## src/rtl/rr_mux_n_if.sv

```systemverilog
// Handshake bundle for rr_mux_n: N valid/ready input channels merged onto one registered output.
// in_last and its modport entries exist only when RR_MUX_LOCK_EN is defined.
interface rr_mux_n_if #(
  parameter int WIDTH = 32,
  parameter int N     = 4,
  parameter int SELW  = 2
);
  logic [N*WIDTH-1:0] in_data;
  logic [N-1:0]       in_valid;
  logic [N-1:0]       in_ready;
`ifdef RR_MUX_LOCK_EN
  logic [N-1:0]       in_last;
`endif
  logic [WIDTH-1:0]   out_data;
  logic [SELW-1:0]    out_sel;
  logic               out_valid;
  logic               out_ready;

`ifdef RR_MUX_LOCK_EN
  modport slave (
    input  in_data, in_valid, in_last, out_ready,
    output in_ready, out_data, out_sel, out_valid
  );
  modport master (
    output in_data, in_valid, in_last, out_ready,
    input  in_ready, out_data, out_sel, out_valid
  );
`else
  modport slave (
    input  in_data, in_valid, out_ready,
    output in_ready, out_data, out_sel, out_valid
  );
  modport master (
    output in_data, in_valid, out_ready,
    input  in_ready, out_data, out_sel, out_valid
  );
`endif
endinterface

```

## src/rtl/rr_mux_n.sv

```systemverilog
// N-channel round-robin arbitrated mux with a single registered output stage.
// Define RR_MUX_LOCK_EN to compile in burst locking driven by in_last.
module rr_mux_n #(
  parameter int WIDTH = 32,
  parameter int N     = 4,
  parameter int SELW  = 2
) (
  input  logic      clk,
  input  logic      rst_n,
  rr_mux_n_if.slave bus
);

  logic [WIDTH-1:0] out_data_q, out_data_d;
  logic [SELW-1:0]  out_sel_q, out_sel_d;
  logic             out_valid_q, out_valid_d;
  logic [SELW-1:0]  ptr_q, ptr_d;
`ifdef RR_MUX_LOCK_EN
  logic             lock_q, lock_d;
`endif

  logic [SELW:0]    pick;
  logic             found;
  logic [SELW-1:0]  win;
  logic             load;
  logic             accept;
  logic [WIDTH-1:0] win_data;
  logic [N-1:0]     ready;

  // Returns {found, index} of the first valid channel searching ptr+1, ptr+2, ... with wrap.
  function automatic logic [SELW:0] rr_pick(input logic [N-1:0] vld, input logic [SELW-1:0] ptr);
    logic [SELW:0] res;
    int            idx;
    res = {1'b0, ptr};
    for (int k = 1; k <= N; k++) begin
      idx = (int'(ptr) + k) % N;
      if (!res[SELW] && vld[idx]) res = {1'b1, SELW'(idx)};
    end
    return res;
  endfunction

  // Arbitration: a held burst pins the grant to the channel last served.
  always_comb begin
    pick = rr_pick(bus.in_valid, ptr_q);
`ifdef RR_MUX_LOCK_EN
    if (lock_q) pick = {bus.in_valid[ptr_q], ptr_q};
`endif
    found    = pick[SELW];
    win      = pick[SELW-1:0];
    load     = !out_valid_q || bus.out_ready;
    accept   = rst_n && load && found;
    win_data = bus.in_data[int'(win)*WIDTH +: WIDTH];
  end

  always_comb begin
    out_valid_d = out_valid_q;
    out_data_d  = out_data_q;
    out_sel_d   = out_sel_q;
    ptr_d       = ptr_q;
    if (load) out_valid_d = found;
    if (accept) begin
      out_data_d = win_data;
      out_sel_d  = win;
      ptr_d      = win;
    end
  end

`ifdef RR_MUX_LOCK_EN
  always_comb begin
    lock_d = lock_q;
    if (accept) lock_d = !bus.in_last[win];
  end
`endif

  always_comb begin
    ready = '0;
    if (accept) ready[win] = 1'b1;
  end

  always_ff @(posedge clk or negedge rst_n) begin
    if (!rst_n) begin
      out_valid_q <= 1'b0;
      out_data_q  <= '0;
      out_sel_q   <= '0;
      ptr_q       <= SELW'(N-1);
    end else begin
      out_valid_q <= out_valid_d;
      out_data_q  <= out_data_d;
      out_sel_q   <= out_sel_d;
      ptr_q       <= ptr_d;
    end
  end

`ifdef RR_MUX_LOCK_EN
  always_ff @(posedge clk or negedge rst_n) begin
    if (!rst_n) lock_q <= 1'b0;
    else        lock_q <= lock_d;
  end
`endif

  assign bus.in_ready  = ready;
  assign bus.out_data  = out_data_q;
  assign bus.out_sel   = out_sel_q;
  assign bus.out_valid = out_valid_q;

endmodule

```

## src/flat_wrapper.sv

```systemverilog
// flat-port wrapper written by rule: the top's interface ports become plain ports
module rr_mux_n_flat 
#(
  parameter int WIDTH = 32,
  parameter int N     = 4,
  parameter int SELW  = 2
)
  (clk, rst_n, bus_in_data, bus_in_valid, bus_out_ready, bus_in_ready, bus_out_data, bus_out_sel, bus_out_valid);
  rr_mux_n_if #(.WIDTH(WIDTH), .N(N), .SELW(SELW)) bus_i ();
  input  logic clk;
  input  logic rst_n;
  input wire logic [$bits(bus_i.in_data)-1:0] bus_in_data;
  input wire logic [$bits(bus_i.in_valid)-1:0] bus_in_valid;
  input wire logic [$bits(bus_i.out_ready)-1:0] bus_out_ready;
  output wire logic [$bits(bus_i.in_ready)-1:0] bus_in_ready;
  output wire logic [$bits(bus_i.out_data)-1:0] bus_out_data;
  output wire logic [$bits(bus_i.out_sel)-1:0] bus_out_sel;
  output wire logic [$bits(bus_i.out_valid)-1:0] bus_out_valid;
  assign bus_i.in_data = bus_in_data;
  assign bus_i.in_valid = bus_in_valid;
  assign bus_i.out_ready = bus_out_ready;
  assign bus_in_ready = bus_i.in_ready;
  assign bus_out_data = bus_i.out_data;
  assign bus_out_sel = bus_i.out_sel;
  assign bus_out_valid = bus_i.out_valid;
  rr_mux_n #(.WIDTH(WIDTH), .N(N), .SELW(SELW)) u_core (.clk(clk), .rst_n(rst_n), .bus(bus_i));
endmodule
```

## config.mk

```make
export PLATFORM = sky130hd
export DESIGN_NAME = rr_mux_n_flat
export DESIGN_NICKNAME = d
export VERILOG_FILES = /design/src/rtl/rr_mux_n_if.sv /design/src/rtl/rr_mux_n.sv /design/src/flat_wrapper.sv
export SDC_FILE = /design/constraint.sdc
export NUM_CORES = 1
export LEC_CHECK = 0
export ABC_CLOCK_PERIOD_IN_PS = 4450
export BUFFER_PORTS_ARGS = -buffer_cell sky130_fd_sc_hd__buf_2
export CELL_PAD_IN_SITES_DETAIL_PLACEMENT = 0
export CELL_PAD_IN_SITES_GLOBAL_PLACEMENT = 2
export CORE_MARGIN = 2
export CORE_UTILIZATION = 25
export DETAILED_ROUTE_END_ITERATION = 8
export PLACE_DENSITY = 0.93
export REMOVE_ABC_BUFFERS = 1
export SYNTH_ARGS = -nofsm -noshare
export SYNTH_HDL_FRONTEND = slang
export SYNTH_SLANG_ARGS = --single-unit
```

## constraint.sdc

```tcl
create_clock -name clk -period 4.45 [get_ports clk]
set_clock_uncertainty 0.15 [all_clocks]
set_input_delay 0.2225 -clock clk [delete_from_list [all_inputs] [get_ports clk]]
set_output_delay 0.2225 -clock clk [all_outputs]
set_load 0.1 [all_outputs]
```

### Word-level counts from Yosys, hierarchy flattened

Cells that the tools add are included.

* bits in registers: 37
* bits in latches: 0
* memory bits (writable): 0
* ROM bits: 0
* input port bits: 135
* output and inout port bits: 39
* logic and storage cells: 53
* memories kept: 0

* add/sub/neg operators: 4
* $mul: 0
* div/mod/pow operators: 0
* $lt $le $gt $ge: 6
* equality and inequality tests: 0
* shift operators: 1
* multiplexer cells: 19
* bitwise logic cells: 4
* reduce and logical (&&, ||, !) cells: 15

Operator list (count)
* $shiftx A128 B8 Y32: 1
* $lt A3 B4 Y1 const B: 4
* $mux W3: 4
* $mux W1: 9
* $bmux W1 S2: 4
* $reduce_or A2 Y1: 4
* $logic_and A1 B1 Y1: 6
* $add A2 B1 Y2 const B: 2
* $add A2 B2 Y2 const B: 2
* $and A1 B1 Y1 const A: 4
* $logic_not A1 Y1: 4
* $mux W4: 1
* $lt A2 B3 Y1 const B: 1
* $demux W1 S2: 1
* $ge A2 B1 Y1 const B: 1
* $logic_or A1 B1 Y1: 1

### Logic depth before layout (Yosys ltp)

* word-level depth: 21
* gate-level depth with buffers: 8
* gate-level depth less buffers: 5

### Least setup slack after synthesis

OpenSTA, ideal clock, no wires.

* kind: flip-flop to output port
* from: register u_core.out_valid_q (netlist: u_core.bus.out_valid)
* to: output port bus_in_ready[0]
* arrival: 2.871 ns
* data required time: 4.078 ns
* slack: 1.207 ns
* cell stages (with the launch flop): 7
* cells stage by stage: dfrtp_1 > nand2b_1 > and3_4 > buf_6 > o211ai_4 > buf_8 > nor2_1

* cells in the longest elaborated chain, start to end: 5

RTL lines
* start: declaration: RTL line rr_mux_n.sv:15 `logic out_valid_q, out_valid_d;`
* start signal: assignment: RTL line rr_mux_n.sv:86 `out_valid_q <= out_valid_d;`
* $logic_not A1 Y1: RTL line rr_mux_n.sv:49 `load = !out_valid_q || bus.out_ready;`
* $logic_or A1 B1 Y1: RTL line rr_mux_n.sv:49
* $logic_and A1 B1 Y1 (2 in series): RTL line rr_mux_n.sv:50 `accept = rst_n && load && found;`
* $mux W4: RTL line rr_mux_n.sv:76 `if (accept) ready[win] = 1'b1;`
* end: declaration: RTL line flat_wrapper.sv:15 `output wire logic [$bits(bus_i.in_ready)-1:0] bus_in_ready;`

No other way between the ends.

### Worst setup path after layout

* from: input port rst_n
* to: output port bus_in_ready[1]

* cells in the longest elaborated chain, start to end: 3

RTL lines
* start: declaration: RTL line flat_wrapper.sv:11 `input logic rst_n;`
* $logic_and A1 B1 Y1 (2 in series): RTL line rr_mux_n.sv:50
* $mux W4: RTL line rr_mux_n.sv:76

No other way between the ends.

==> qor.csv <==
metric,value,unit
gr usage total,0.1664,
top cell type's share of synthesized area,0.3106,
crit path cell chain,"dlygate4sd3_1, buf_2, buf_4, and3_4, o211ai_4, buf_4, nor2_1, buf_2",
internal power,1.061,mW
worst slew pin tran,1187,ps
Seq pwr share,0.207,
largest area contributor in the netlist,dfrtp_1,
layout cells sized above 1,0.5285,
CP endpoint kind,output port,
Max Cap Viol,0,
first-pass GRT wire length,15.50,mm
"Avg Cell Area, Syn",9.496,µm²
Post-Syn Instances,297,
"Top FF cell, synth",dfrtp_1,
final period utilization,0.7029,
worst path bufs/invs,5,
DR vias/cell,5.017,
Final ANT Viol Nets,0,
fmax,319.7,MHz
Power Dens Cells,663.5,nW/µm²
M2 GR Usage,0.3124,
Iteration-0 DRC Markers,116,
Post-synth ARST share,1.000,
Die Width,110.2,µm
synth warn,0,
pin count of the biggest net entering global routing,40,
number of diodes,0,
largest cells by area after synthesis,"dfrtp_1 (31%), mux2i_1 (11%), o211ai_2 (8.9%)",
CTS buffer count,5,
sequential area share after synthesis,0.3292,
leakage,2.018,nW
met1 usage,0.2031,
Worst Hold Class,in -> reg,
GRT Max-Usage Layer,met2,
Crit path required time,4080,ps
met3 usage,0.02528,
DRC,0,
# rows,38,
Final Slew Violations,0,
post-DP HPWL,7.429,mm
GRT overflow,0,
Die ar.,12150,µm²
element type at the critical path start,input port,
Clock Power Share,0.144,
most numerous cell in the Yosys netlist,dfrtp_1,
CP max FO,39,
crit-path max cell delay,530,ps
Tmin final,3128,ps
"Core Util, Final",0.3597,
Via Count,2990,
final hold violation count,0,
status,"finished, final reports clean",
fin nets,590,
P_sw,1.549,mW
clk buf depth,2,
Post-synth top cells,"dfrtp_1 (35), nand2_1 (33), mux2i_1 (32), nand4_1 (32), o31ai_1 (32)",
I/O pin count,174,
number of fill cells,1180,
die outline height,110.2,µm
"EDFF count, synth",0,
CTS tree,done,
"Distinct cells, synth",29,
Post-Syn Area,2820,µm²
number of global-route vias before repair,3078,
Buffers on Ports,173,
Crit-path slowest cell,dlygate4sd3_1,
Non-Filler Instances,596,
postcts setup bufs,0,
Root Buffer,clkbuf_16,
H-tree levels,2,
switching share of power,0.5935,
critical path type,in -> out,
Setup Viol. Count Final,0,
Fin Hold WS,96.57,ps
Skew-Pair Late Insertion Delay,280,ps
RSZ-0062 raised after global routing,false,
effective utilization at floorplan,0.2579,
initial antenna violation count,0,
number of detailed-route iterations in the first pass,4,
power share of the combinational group,0.649,
Synth-to-Final Area Change,39.49,%
Clock transition at path regs,60,ps
GPL Wtd Cong,0.7325,
Crit path max-delay family,buffers and inverters,
Post-Place Cells,587,
Total Wirelength,10.18,mm
Yosys reg bits,37,
Slew headroom,0.2069,
core area,10940,µm²
DR WL/cell,17.08,µm
worst IR drop on VDD,343.5,µV
Sink Count,37,
CP Data Arrival Time,2760,ps
==> what timing repair did <==
action / in CTS / in global routing
hold buffers: 1 / 0
gates resized for setup: 0 / 0
endpoints found under the hold margin: 35 / 0
==> path summary, 6_finish.rpt <==
kind	from	end	slack [ps]	depth (start not counted)
worst max register to register	u_core.ptr_q[0]	u_core.bus.out_data[14]	2080	6
worst min-delay path	bus_in_data[118]	u_core.bus.out_data[22]	100	3
worst max-delay path	rst_n	bus_in_ready[1]	1320	8
worst min register to register	u_core.bus.out_data[27]	u_core.bus.out_data[27]	330	2
min in group asynchronous	rst_n	u_core.bus.out_sel[0]	420	3
max in group asynchronous	rst_n	u_core.bus.out_data[19]	3350	3
==> through the flow <==
stage	TNS (ps)	instance area, µm²	setup WS (ps)	power [mW]
floorplan	-36100	2623	-2317	1.907
global placement	0	3766	1871	2.225
detailed placement	0	3766	1809	2.251
CTS	0	3934	1281	2.637
global route	0	3934	1121	2.742
finish	0	3934	1322	2.610
==> routing by layer <==
layer | up-vias | routed length (µm)
met5 | - | 0
met2 | 119 | 5295
met3 | 2 | 632
met1 | 1411 | 4227
met4 | 0 | 25
li1 | 1458 | -
==> final cells by class <==
class | instances | area, µm² | share of cell area
Tap cell | 140 | 175.2 | 0.04453
Clock buffer | 7 | 152.6 | 0.03880
Timing Repair Buffer | 185 | 958.4 | 0.2436
Clock inverter | 1 | 5.005 | 0.001272
Multi-Input combinational cell | 226 | 1714 | 0.4357
Sequential cell | 37 | 928.4 | 0.2360
==> layout by cell type (no fill, tap or decap) <==
master	n
clkbuf_16	5
nand4_1	32
buf_2	173
and3_4	1
o211ai_2	20
and2_1	1
a21o_1	13
nor3_2	1
or4_4	1
a21oi_1	2
dlygate4sd3_1	1
dfrtp_1	35
nor2b_1	2
clkinv_2	1
o211ai_4	1
nor2_1	8
buf_4	11
mux2i_1	32
o211ai_1	12
dfstp_2	2
nand3_1	2
o21ai_2	1
a21o_2	20
nand2_1	33
o21a_1	3
o21ai_0	3
nand2_2	1
o31ai_1	32
a21oi_4	1
nand2b_1	4
clkbuf_8	2
==> tightest hold or removal path, stage by stage <==
cell and delay (ps):
buf_2 70, mux2i_1 70, o211ai_2 130
==> kinds of logic (layout without fill, tap and decap cells) <==
group                  count (synthesis)  after routing  synth area share
AOI/OAI and AO/OA                    108            108            0.3305
and+or+nand+nor                       86             86            0.1566
DFF                                   37             37            0.3292
buffers and inverters                 34            193           0.07009
muxes                                 32             32            0.1136
==> registers in the layout, summed over array words and instances, names as in the netlist <==
name                  flops
u_core.bus.out_data      32
u_core.bus.out_sel        2
u_core.bus.out_valid      1
u_core.ptr_q              2
==> power groups by stage <==
stage,Combinational (mW),Clock (mW),Sequential (mW)
6_report,1.69,0.376,0.540
5_1_grt,1.78,0.402,0.558
4_1_cts,1.71,0.388,0.542
3_5_place_dp,1.71,0,0.545
3_3_place_gp,1.68,0,0.544
2_1_floorplan,0.483,0,1.42
No activity file was read; power rests on OpenSTA's default activity.
